`src/rtl/uart_packet_framer.sv`:
```
// rtl/uart_packet_framer.sv - buffers controller packets and frames them onto a byte-wide UART handshake
//
// Captures an 8*NUM_BYTES packet on each pkt_valid pulse into a DEPTH-entry FIFO,
// then sends each packet as [HEADER_BYTE] payload[0..NUM_BYTES-1] [XOR checksum]
// using the UART transmitter's tx_trmt / tx_data / tx_done handshake.
//
// Ports:
//   clk        in   clock
//   rst_n      in   asynchronous active-low reset
//   pkt_data   in   packet payload, sampled only while pkt_valid=1
//   pkt_valid  in   single-cycle new-packet pulse
//   tx_done    in   UART byte-complete pulse
//   tx_trmt    out  registered start-byte pulse to the UART
//   tx_data    out  registered byte to the UART, held until the next start pulse
//   busy       out  frame in flight or packets still buffered
//   drop_cnt   out  saturating count of packets lost to a full buffer

module uart_packet_framer #(
    parameter int         NUM_BYTES   = 4,
    parameter int         DEPTH       = 2,
    parameter int         HEADER_EN   = 1,
    parameter logic [7:0] HEADER_BYTE = 8'hA5,
    parameter int         CHKSUM_EN   = 1,
    parameter int         MSB_FIRST   = 0,
    parameter int         DROP_W      = 8
) (
    input  logic                   clk,
    input  logic                   rst_n,
    input  logic [8*NUM_BYTES-1:0] pkt_data,
    input  logic                   pkt_valid,
    input  logic                   tx_done,
    output logic                   tx_trmt,
    output logic [7:0]             tx_data,
    output logic                   busy,
    output logic [DROP_W-1:0]      drop_cnt
);

    localparam int PKT_W     = 8 * NUM_BYTES;
    localparam int HDR       = (HEADER_EN != 0) ? 1 : 0;
    localparam int CHK       = (CHKSUM_EN != 0) ? 1 : 0;
    localparam int FRAME_LEN = NUM_BYTES + HDR + CHK;
    localparam int IDX_W     = $clog2(FRAME_LEN + 1);
    localparam int PTR_W     = (DEPTH > 1) ? $clog2(DEPTH) : 1;
    localparam int CNT_W     = $clog2(DEPTH + 1);

    typedef enum logic [1:0] {
        IDLE,
        ISSUE,
        WAIT
    } state_t;

    state_t             state;
    state_t             state_next;

    logic [PKT_W-1:0]   mem [DEPTH];
    logic [PTR_W-1:0]   wr_ptr;
    logic [PTR_W-1:0]   rd_ptr;
    logic [CNT_W-1:0]   count;
    logic               wr;
    logic               pop;
    logic               advance;

    logic [PKT_W-1:0]   frame;
    logic [IDX_W-1:0]   idx;
    logic [7:0]         chk_acc;

    // Source of the byte about to be issued: the FIFO head when starting a
    // frame (the frame register is loaded on the same edge), else the frame.
    logic [PKT_W-1:0]   src_data;
    logic [IDX_W-1:0]   src_idx;
    logic [7:0]         next_byte;
    logic               next_is_payload;

    // A full buffer still accepts a packet when the FSM frees a slot that cycle.
    assign wr   = pkt_valid && ((count < CNT_W'(DEPTH)) || pop);
    assign busy = (state != IDLE) || (count != '0);

    always_comb begin
        state_next = state;
        pop        = 1'b0;
        advance    = 1'b0;
        src_data   = frame;
        src_idx    = idx + 1'b1;
        case (state)
            IDLE: begin
                src_data = mem[rd_ptr];
                src_idx  = '0;
                if (count != '0) begin
                    pop        = 1'b1;
                    state_next = ISSUE;
                end
            end
            ISSUE: begin
                state_next = WAIT;
            end
            WAIT: begin
                if (tx_done) begin
                    if (idx != IDX_W'(FRAME_LEN - 1)) begin
                        advance    = 1'b1;
                        state_next = ISSUE;
                    end else begin
                        state_next = IDLE;
                    end
                end
            end
            default: begin
                state_next = IDLE;
            end
        endcase
    end

    // Frame position -> byte. Positions past the payload hold the checksum,
    // which by then has accumulated every payload byte.
    always_comb begin
        next_byte       = chk_acc;
        next_is_payload = 1'b0;
        if (HDR == 1 && src_idx == '0) begin
            next_byte = HEADER_BYTE;
        end else begin
            for (int k = 0; k < NUM_BYTES; k++) begin
                if (int'(src_idx) == k + HDR) begin
                    next_is_payload = 1'b1;
                    next_byte       = src_data[8*((MSB_FIRST != 0) ? (NUM_BYTES - 1 - k) : k) +: 8];
                end
            end
        end
    end

    always_ff @(posedge clk) begin
        if (wr) begin
            mem[wr_ptr] <= pkt_data;
        end
    end

    always_ff @(posedge clk or negedge rst_n) begin
        if (!rst_n) begin
            state    <= IDLE;
            tx_trmt  <= 1'b0;
            tx_data  <= '0;
            frame    <= '0;
            idx      <= '0;
            chk_acc  <= '0;
            wr_ptr   <= '0;
            rd_ptr   <= '0;
            count    <= '0;
            drop_cnt <= '0;
        end else begin
            state   <= state_next;
            tx_trmt <= (state_next == ISSUE);
            if (state_next == ISSUE) begin
                tx_data <= next_byte;
            end

            if (pop) begin
                frame   <= mem[rd_ptr];
                idx     <= '0;
                chk_acc <= next_is_payload ? next_byte : 8'h00;
            end else if (advance) begin
                idx <= idx + 1'b1;
                if (next_is_payload) begin
                    chk_acc <= chk_acc ^ next_byte;
                end
            end

            if (wr) begin
                wr_ptr <= (wr_ptr == PTR_W'(DEPTH - 1)) ? '0 : wr_ptr + 1'b1;
            end
            if (pop) begin
                rd_ptr <= (rd_ptr == PTR_W'(DEPTH - 1)) ? '0 : rd_ptr + 1'b1;
            end
            case ({wr, pop})
                2'b10:   count <= count + 1'b1;
                2'b01:   count <= count - 1'b1;
                default: count <= count;
            endcase

            if (pkt_valid && !wr && drop_cnt != '1) begin
                drop_cnt <= drop_cnt + 1'b1;
            end
        end
    end

endmodule

```
`config.mk`:
```
export PLATFORM = sky130hd
export DESIGN_NAME = uart_packet_framer
export DESIGN_NICKNAME = d
export VERILOG_FILES = /design/src/rtl/uart_packet_framer.sv
export SDC_FILE = /design/constraint.sdc
export NUM_CORES = 1
export LEC_CHECK = 0
export CELL_PAD_IN_SITES_DETAIL_PLACEMENT = 0
export CELL_PAD_IN_SITES_GLOBAL_PLACEMENT = 2
export CORE_ASPECT_RATIO = 0.9
export CORE_MARGIN = 8
export CORE_UTILIZATION = 39
export CTS_CLUSTER_SIZE = 8
export DETAILED_ROUTE_END_ITERATION = 12
export PLACE_DENSITY = 0.79
export SLEW_MARGIN = 20
export SYNTH_ARGS = -nofsm -noshare
export SYNTH_HDL_FRONTEND = slang
export SYNTH_SLANG_ARGS = --single-unit
```
`constraint.sdc`:
```
create_clock -name clk -period 3.7 [get_ports clk]
set_clock_uncertainty 0.1 [all_clocks]
set_input_delay 0.555 -clock clk [delete_from_list [all_inputs] [get_ports clk]]
set_output_delay 0.555 -clock clk [all_outputs]
set_load 0.05 [all_outputs]
```
==> results of run 1 <==
final cells by class:
type / instances / area (um^2) / share of cell area [%]
clock buffer: 18 / 429.2 / 6.464
sequential: 130 / 3575 / 53.84
timing repair buffer: 62 / 593.1 / 8.933
multi-input combinational: 255 / 1635 / 24.63
tap: 168 / 210.2 / 3.166
inverter: 5 / 18.77 / 0.2827
clock inverter: 14 / 177.7 / 2.676
final timing paths:
| path | startpoint | end | slack (ps) | cells past startpoint |
|---|---|---|---|---|
| worst min register to register | frame[0]$_DFFE_PN0P_ | frame[0]$_DFFE_PN0P_ | 380 | 2 |
| min in group clk | frame[0]$_DFFE_PN0P_ | frame[0]$_DFFE_PN0P_ | 380 | 2 |
| worst max-delay path | state[1]$_DFF_PN0_ | busy | 880 | 3 |
| max in group asynchronous | rst_n | drop_cnt[7]$_DFFE_PN0P_ | 2710 | 2 |
| worst max register to register | idx[0]$_DFFE_PN0P_ | chk_acc[6]$_DFFE_PN0P_ | 1010 | 7 |
| worst min-delay path | rst_n | tx_data[2]$_DFFE_PN0P_ | 100 | 1 |
through the flow:
stage	setup WS, ps	utilization, %	total power, W	instances
floorplan	757.2	-	0.003769	410
global route	753.6	49.87	0.006459	652
global placement	1109	45.31	0.004375	620
CTS	827.5	49.87	0.006139	652
finish	879.4	49.87	0.006045	652
detailed placement	1049	45.31	0.004414	620
cells in the final DEF (no fill, tap or decap), types with 4 or more instances in the layout:
cell type	instances
o21ai_0	43
mux2_2	6
buf_4	9
ha_1	4
inv_1	4
a21oi_1	10
xor2_1	6
dfrtp_1	65
clkbuf_16	17
nor3_1	8
o221ai_1	4
clkdlybuf4s50_1	52
xnor2_1	16
mux2i_1	34
nand3_1	7
nor2_1	25
nand2_1	56
inv_6	4
edfxtp_1	64
cell families after synthesis:
logic type	after synthesis	synth area share, %
AO/OA/AOI/OAI	77	8.962
XOR/XNOR	23	3.949
adder cells (fa/ha/maj)	4	0.9459
buffers and inverters	25	1.821
flip-flops	130	67.53
multiplexers	40	7.709
AND/OR/NAND/NOR	111	9.080
state kept, by name (all words and copies together), names as in the netlist:
signal / cells
frame: 32
wr_ptr: 1
state: 2
idx: 3
tx_data: 8
count: 2
tx_trmt: 1
mem: 64
rd_ptr: 1
chk_acc: 8
drop_cnt: 8
worst max-delay path, delay by kind of cell (launching register included):
family                 cells  cell delay (ps)
AND/OR/NAND/NOR            2              590
buffers and inverters      1              730
flip-flops                 1              440
cell usage after synthesis (all sizes together) (2+ instances only):
master / count / area (um^2)
o32a: 3 / 30.03
edfxtp: 64 / 1922
dfrtp: 66 / 1652
and3: 2 / 12.51
xor2: 7 / 68.82
nand4: 3 / 18.77
nor3: 8 / 40.04
a32o: 2 / 20.02
nor2: 26 / 97.59
a32oi: 2 / 17.52
xnor2: 16 / 140.1
a211oi: 3 / 22.52
mux2: 6 / 67.56
buf: 5 / 21.27
nand2: 56 / 210.2
ha: 4 / 50.05
o221ai: 4 / 35.03
mux2i: 34 / 340.3
nand3: 7 / 35.03
clkbuf: 15 / 56.30
inv: 4 / 15.01
a21oi: 10 / 50.05
nor4: 2 / 18.77
o21ai: 44 / 220.2
o21a: 3 / 22.52
or2: 4 / 25.03
power breakdown:
| group | internal [W] | switching, W |
|---|---|---|
| Sequential | 0.00204 | 0.000323 |
| Combinational | 0.000769 | 0.00121 |
| Clock | 0.00107 | 0.000630 |
metal layers:
metal	vias up	GRT usage, %	wire [um]
li1	1615	-	-
met1	1580	16.20	5032
met2	62	20.48	4922
met3	10	4.349	500
met4	0	5.609	143
met5	-	0	0
==> out/results.ini, run 1 <==
[timing]
max_freq_ghz = 0.3545
tightest_slew_ps = 721.5
rsz0062_at_grt = false
whs_ps = 99.20
fin_crit_sh_pct = 76.23
setup_viol = 0
slew_headroom_pct = 51.90
hold_violations = 0
layout_min_cycle_time_ps = 2821
drv_slew = 0
tns_ps = 0

[global_route]
grt_pass1_vias = 3450
grt_use_total_pct = 13.04
overflow = 0
antenna_found_initial = 0
grt_max_degree = 76
grt_pass1_wl_um = 17700

[drt]
viasPerCell = 5.011
vias = 3267
drc = 0
routed_wl_um = 10600
dr.pass1.iters = 4
antenna_left = 0
drt-initial-drc-count = 189
routedWlPerCell_um = 16.25

[worst_setup_path]
worstPathRequired_ps = 3040
path_cells = nor2_1 > nand2_1 > clkdlybuf4s50_1
max_stage_delay_ps = 730
cp-start-kind = flop
cp_data_arrival_time_ps = 2170
crit_type = flop to primary output
crit_path_end_kind = primary output
path_max_fanout = 6
crit_slowest_cell = clkdlybuf4s50_1

[final_layout]
final_layout_size_suffix_gt1_share_pct = 11.57
final.fill_count = 1201
syn_to_final_growth_pct = 25.47
final_area_um2 = 6639
final_nets = 511
diodes = 0

[clocking]
clkSinkCount = 130
insertion_delay_ps = 410
path_clk_slew_ps = 60
cts_tree = built
cts_setup_buffers = 0
cts_root_buffer = clkbuf_16
ctsHoldBuffers = 0
clockBufferDepth = 2
cts_buffers = 17
ctsResizeCount = 0
cts_max_level = 4

[status]
status = finished, final reports clean

[min_path]
hold_class = input pin to asynchronous set/reset pin

[synth]
async_flop_share_pct = 50.77
synth_edf_count = 64
synth.distinct_cells = 40
synth_seq_area_share_pct = 67.53
synth_area_um2 = 5291
synthCells = 410
synth_nets = 450
ys_warn_count = 0
syn_avg_cell_area_um2 = 12.91
yosys_register_bits = 130
ys.flop_type = dfrtp_1

[power]
vdd_ir_drop_max_mv = 0.3982
leakage_nw = 2.643
power_density_nw_per_um2 = 910.5

[placement]
routabilityCongestion = 0.7782
dpl_cell_area_um2 = 6032
portBuffers = 53
dpl.hpwl_um = 7293

[run]
max-cap-violations = 0

[die]
die_h_um = 126.5
top_level_ports = 54
core_um2 = 13310
dieWidth_um = 138.8
initial_core_util_pct = 39.75
dieArea_um2 = 17560
fp-row-count = 40

Power figures use the tool's default switching activity.
==> run 2, diff against run 1 <==
- CORE_UTILIZATION: 39 -> 35
- PLACE_DENSITY: 0.79 -> 0.75
- clock period: 3.7 -> 2.5 ns (I/O delays scaled with it)
==> run 2 against run 1 <==
Non-clock buffer count grew 7. Cell count grew 5.7%. Register-to-register slack lost 750 ps. Sequential share of layout area shrank 0.94 points. Power grew 51%. Global-route usage shrank 0.49 points. Count of clock-buffer cells in the layout is the same. Sequential power grew 47%. Worst setup slack lost 690 ps. Critical path depth is the same. Critical endpoint unchanged. Highest routed layer unchanged.
==> out/results.ini, run 2 (synthesized netlist as in run 1, its figures left out) <==
[status]
status = finished, final reports clean

[global_route]
grt_use_total_pct = 12.55  ; -0.49 points
grt_max_degree = 39  ; -49%
grt_pass1_vias = 3520  ; +2.0%
antenna_found_initial = 0  ; unchanged
overflow = 0  ; unchanged
grt_pass1_wl_um = 18530  ; +4.7%

[worst_setup_path]
reg2reg_depth = 7  ; unchanged
reg2reg_slack_ps = 260  ; -750 ps
cp_data_arrival_time_ps = 1830  ; -340 ps
r2r_start = idx[0]$_DFFE_PN0P_
cp-endpoint = busy
crit_path_end_kind = primary output
worstPathRequired_ps = 2030  ; -1010 ps
critPathLaunch = count[0]$_DFFE_PN0P_
path_max_fanout = 4  ; -2
cp-start-kind = flop
rr_endpoint = tx_data[0]$_DFFE_PN0P_
crit_type = flop to primary output

[power]
p_total_w = 0.009110  ; +51%
p_int_w = 0.005775  ; +49%
power_density_nw_per_um2 = 1348  ; +48%
power_frac_clock_pct = 27.0  ; -1.1 points
p_seq_share_pct = 37.9  ; -1.2 points
power.switching_w = 0.003335  ; +54%
vdd_ir_drop_max_mv = 0.5804  ; +46%
leakage_nw = 2.680  ; +1.4%
p_sw_share_pct = 36.61  ; +0.79 points
pwr-share-comb_pct = 35.0  ; +2.2 points

[placement]
dp_cells = 656  ; +5.8%
routabilityCongestion = 0.8056  ; +3.5%
dpl.hpwl_um = 7868  ; +7.9%
portBuffers = 53  ; unchanged

[die]
initial_core_util_pct = 35.83  ; -3.9 points
die_h_um = 132.6  ; +4.9%
core_um2 = 14770  ; +11%
top_level_ports = 54  ; unchanged
fp-row-count = 42  ; +5.0%
dieArea_um2 = 19310  ; +10%
dieWidth_um = 145.6  ; +4.9%

[final_layout]
post_layout_nonfiller_instances = 689  ; +5.7%
final_nets = 518  ; +1.4%
syn_to_final_growth_pct = 27.69
max_flop_register = mem
final_layout_size_suffix_gt1_share_pct = 12.83  ; +1.3 points
reg_top3 = mem x64, frame x32
largest_reg_flops = 64  ; unchanged
utilization_pct = 45.76  ; -4.1 points
mostFrequentLayoutCells = dfrtp_1 (65), edfxtp_1 (64), nand2_1 (56)
layout_commonest_cell = dfrtp_1
diodes = 0  ; unchanged

[run]
max-cap-violations = 0  ; unchanged

[clocking]
clockBufferDepth = 2  ; unchanged
cts_root_buffer = clkbuf_16
cts_buffers = 17  ; unchanged
path_clk_slew_ps = 60  ; about the same
cts_setup_buffers = 0  ; unchanged
cts_max_level = 4  ; unchanged
cts_tree = built
insertion_delay_ps = 420  ; about the same
clkSinkCount = 130  ; unchanged

[timing]
fin_crit_sh_pct = 92.33
max_freq_ghz = 0.4332
drv_slew = 0  ; unchanged
tns_ps = 0  ; unchanged
slew_headroom_pct = 65.46  ; +14 points
tightest_slew_ps = 516.5  ; -204.9 ps
hold_violations = 0  ; unchanged
setup_viol = 0  ; unchanged
layout_min_cycle_time_ps = 2308
rsz0062_at_grt = false

[drt]
vias = 3304  ; +1.1%
dr.pass1.iters = 4  ; unchanged
drt-initial-drc-count = 189  ; unchanged
antenna_left = 0  ; unchanged
routed_wl_um = 11460  ; +8.2%
drc = 0  ; unchanged
viasPerCell = 4.795  ; -4.3%
routedWlPerCell_um = 16.64  ; +2.3%

[min_path]
hold_class = input pin to asynchronous set/reset pin

==> run 2: worst max-delay path: stages (launching register included) <==
cell and delay (ps):
dfrtp_1 470, nor2_1 80, nand2_1 70, clkdlybuf4s50_1 800
==> run 2: area by class of cell <==
class                           instances  area [um^2]
Clock inverter                         14        155.1
Timing Repair Buffer                   69        685.7
Inverter                                5        18.77
Fill cell                            1364         8010
Multi-Input combinational cell        255         1635
Tap cell                              198        247.7
Sequential cell                       130         3575
Clock buffer                           18        439.2
==> run 2: how the worst min path moves through the flow <==
stage,cells past startpoint,end,start,slack [ps]
global route,2,tx_trmt$_DFF_PN0_,rst_n,360
finish,2,frame[10]$_DFFE_PN0P_,rst_n,340
floorplan,0,chk_acc[0]$_DFFE_PN0P_,rst_n,-20
CTS,2,drop_cnt[5]$_DFFE_PN0P_,rst_n,340
global placement,1,frame[10]$_DFFE_PN0P_,rst_n,250
detailed placement,1,tx_data[0]$_DFFE_PN0P_,rst_n,250
==> run 2: metrics by stage <==
stage	instance area [um^2]	setup slack [ps]	hold WS, ps
4_1_cts	6756	149.2	339.1
3_5_place_dp	6152	244.6	254.1
5_1_grt	6756	17.79	364.5
6_report	6756	191.7	343.4
3_3_place_gp	6152	304.1	248.6
2_1_floorplan	5294	82.27	-20.59
==> run 2: metal layers <==
| layer | GRT usage (%) | up-vias | wire, um | share of wire (%) |
|---|---|---|---|---|
| met5 | 0 | - | 0 | 0 |
| met4 | 6.239 | 0 | 195 | 1.7 |
| met1 | 15.37 | 1619 | 5480 | 48 |
| met3 | 4.738 | 13 | 481 | 4.2 |
| li1 | - | 1616 | - | - |
| met2 | 19.11 | 56 | 5304 | 46 |
==> run 2: power groups by stage <==
stage                     Combinational, W  Clock, W  Sequential (W)
after floorplan                    0.00192         0         0.00365
after global placement             0.00319         0         0.00349
after detailed placement           0.00324         0         0.00351
after CTS                          0.00325   0.00251         0.00347
after global routing               0.00353   0.00261         0.00355
final                              0.00319   0.00246         0.00346
==> run 2: repair_timing <==
action	CTS	global route
endpoints found under the hold margin	19	0
hold buffers	1	0
gates resized for setup	0	0
==> run 3, diff against run 2 <==
- CORE_UTILIZATION: 35 -> 30
- PLACE_DENSITY: 0.75 -> 0.66
==> run 3 against run 2 <==
Register-to-register slack improved by 20 ps. Critical path type unchanged. Power increased by 0.24%. Critical path depth unchanged. Fmax increased by 0.25%. Cell count increased by 6.2%. Die area increased by 15%.
==> out/results.ini, run 3 (synthesized netlist as in run 1, its figures left out) <==
[final_layout]
largest_reg_flops = 64  ; unchanged
final.fill_count = 1677  ; +23%
utilization_pct = 39.13  ; -6.6 points
layout_commonest_cell = dfrtp_1
mostFrequentLayoutCells = dfrtp_1 (65), edfxtp_1 (64), nand2_1 (56)
syn_to_final_growth_pct = 28.97
final_layout_size_suffix_gt1_share_pct = 12.20  ; -0.64 points
diodes = 0  ; unchanged
final_nets = 519  ; +0.19%
final_area_um2 = 6824  ; +1.0%
reg_top3 = mem x64, frame x32
max_flop_register = mem

[drt]
routed_wl_um = 11520  ; +0.46%
antenna_left = 0  ; unchanged
dr.pass1.iters = 4  ; unchanged
routedWlPerCell_um = 15.73  ; -5.4%
drt-initial-drc-count = 170  ; -10%
vias = 3329  ; +0.76%
drc = 0  ; unchanged
viasPerCell = 4.548  ; -5.2%

[power]
power_frac_clock_pct = 27.5  ; +0.5 points
leakage_nw = 2.696  ; +0.62%
p_sw_share_pct = 35.20  ; -1.4 points
p_seq_share_pct = 38.0  ; about the same
vdd_ir_drop_max_mv = 0.5072  ; -13%
power_density_nw_per_um2 = 1338  ; -0.75%
p_int_w = 0.005918  ; +2.5%
power.switching_w = 0.003215  ; -3.6%
pwr-share-comb_pct = 34.5  ; -0.5 points

[timing]
fin_crit_sh_pct = 92.10  ; -0.23 points
layout_min_cycle_time_ps = 2303  ; -5.686 ps
hold_violations = 0  ; unchanged
setup_viol = 0  ; unchanged
rsz0062_at_grt = false
max_freq_ghz = 0.4343  ; +0.25%
tightest_slew_ps = 513.0  ; -3.569 ps
whs_ps = 314.5  ; -28.86 ps
slew_headroom_pct = 65.70  ; +0.24 points
drv_slew = 0  ; unchanged
tns_ps = 0  ; unchanged

[clocking]
ctsResizeCount = 0  ; unchanged
cts_root_buffer = clkbuf_16
cts_tree = built
cts_buffers = 17  ; unchanged
path_clk_slew_ps = 60  ; about the same
clockBufferDepth = 2  ; unchanged
insertion_delay_ps = 410  ; about the same
clkSinkCount = 130  ; unchanged
cts_max_level = 4  ; unchanged

[worst_setup_path]
r2r_start = idx[0]$_DFFE_PN0P_
crit_type = flop to primary output
worstPathRequired_ps = 2030  ; about the same
cp-start-kind = flop
cp_data_arrival_time_ps = 1830  ; about the same
critPathLaunch = state[1]$_DFF_PN0_
crit_path_end_kind = primary output
path_max_fanout = 6  ; +2

[run]
max-cap-violations = 0  ; unchanged

[die]
core_um2 = 17440  ; +18%
dieWidth_um = 156.0  ; +7.1%
fp-row-count = 46  ; +9.5%
initial_core_util_pct = 30.34  ; -5.5 points
die_h_um = 142.0  ; +7.0%
dieArea_um2 = 22150  ; +15%
top_level_ports = 54  ; unchanged

[global_route]
antenna_found_initial = 0  ; unchanged
overflow = 0  ; unchanged
grt_pass1_vias = 3555  ; +0.99%
grt_use_total_pct = 11.33  ; -1.2 points
grt_max_degree = 43  ; +10%
grt_pass1_wl_um = 18910  ; +2.1%

[status]
status = finished, final reports clean

[placement]
routabilityCongestion = 0.7556  ; -6.2%
portBuffers = 53  ; unchanged
dpl.hpwl_um = 7967  ; +1.3%
dpl_cell_area_um2 = 6212  ; +0.98%

[min_path]
hold_class = input pin to asynchronous set/reset pin

run 3: final cells by class:
cell class | count | area [um^2] | area share (%)
tap | 240 | 300.3 | 4.400
timing repair buffer | 70 | 693.2 | 10.16
sequential | 130 | 3575 | 52.38
clock buffer | 21 | 440.4 | 6.454
multi-input combinational | 255 | 1635 | 23.96
clock inverter | 11 | 161.4 | 2.365
inverter | 5 | 18.77 | 0.2750
run 3: power by group through the flow:
stage / sequential (W) / combinational (W) / clock [W]
after floorplan: 0.00365 / 0.00192 / 0
after global placement: 0.00351 / 0.00315 / 0
after detailed placement: 0.00352 / 0.00320 / 0
after CTS: 0.00349 / 0.00321 / 0.00258
after global routing: 0.00356 / 0.00349 / 0.00268
final: 0.00347 / 0.00315 / 0.00251
run 3: worst max-delay path, stage by stage, from the launching register on:
cell	delay, ps
dfrtp_1	430
nor2_1	200
nand2_1	80
clkdlybuf4s50_1	710
run 3: final timing paths:
check | slack (ps) | end | depth (start not counted)
worst max register to register | 280 | chk_acc[5]$_DFFE_PN0P_ | 7
min in group clk | 370 | frame[6]$_DFFE_PN0P_ | 2
max in group asynchronous | 1400 | rd_ptr$_DFFE_PN0P_ | 3
worst min register to register | 370 | frame[6]$_DFFE_PN0P_ | 2
worst min-delay path | 310 | frame[6]$_DFFE_PN0P_ | 2
worst max-delay path | 200 | busy | 3
run 3: timing repair:
| item | 4_1_cts | 5_1_grt |
|---|---|---|
| hold buffers | 1 | 0 |
| endpoints found under the hold margin | 12 | 0 |
| setup buffers | 0 | 0 |
run 3: per-layer routing:
metal,track usage [%],vias up,wire (um)
met5,0,-,0
met4,4.388,0,145
met3,4.372,13,559
met2,17.37,55,5282
met1,14.17,1633,5528
li1,-,1628,-
run 3: through the flow:
stage          setup WS (ps)  power, W  instances
3_3_place_gp           290.9  0.006665        699
5_1_grt                63.59  0.009736        732
2_1_floorplan          82.27  0.005578        410
6_report               197.4  0.009132        732
4_1_cts                135.5  0.009281        732
3_5_place_dp           299.3  0.006722        699
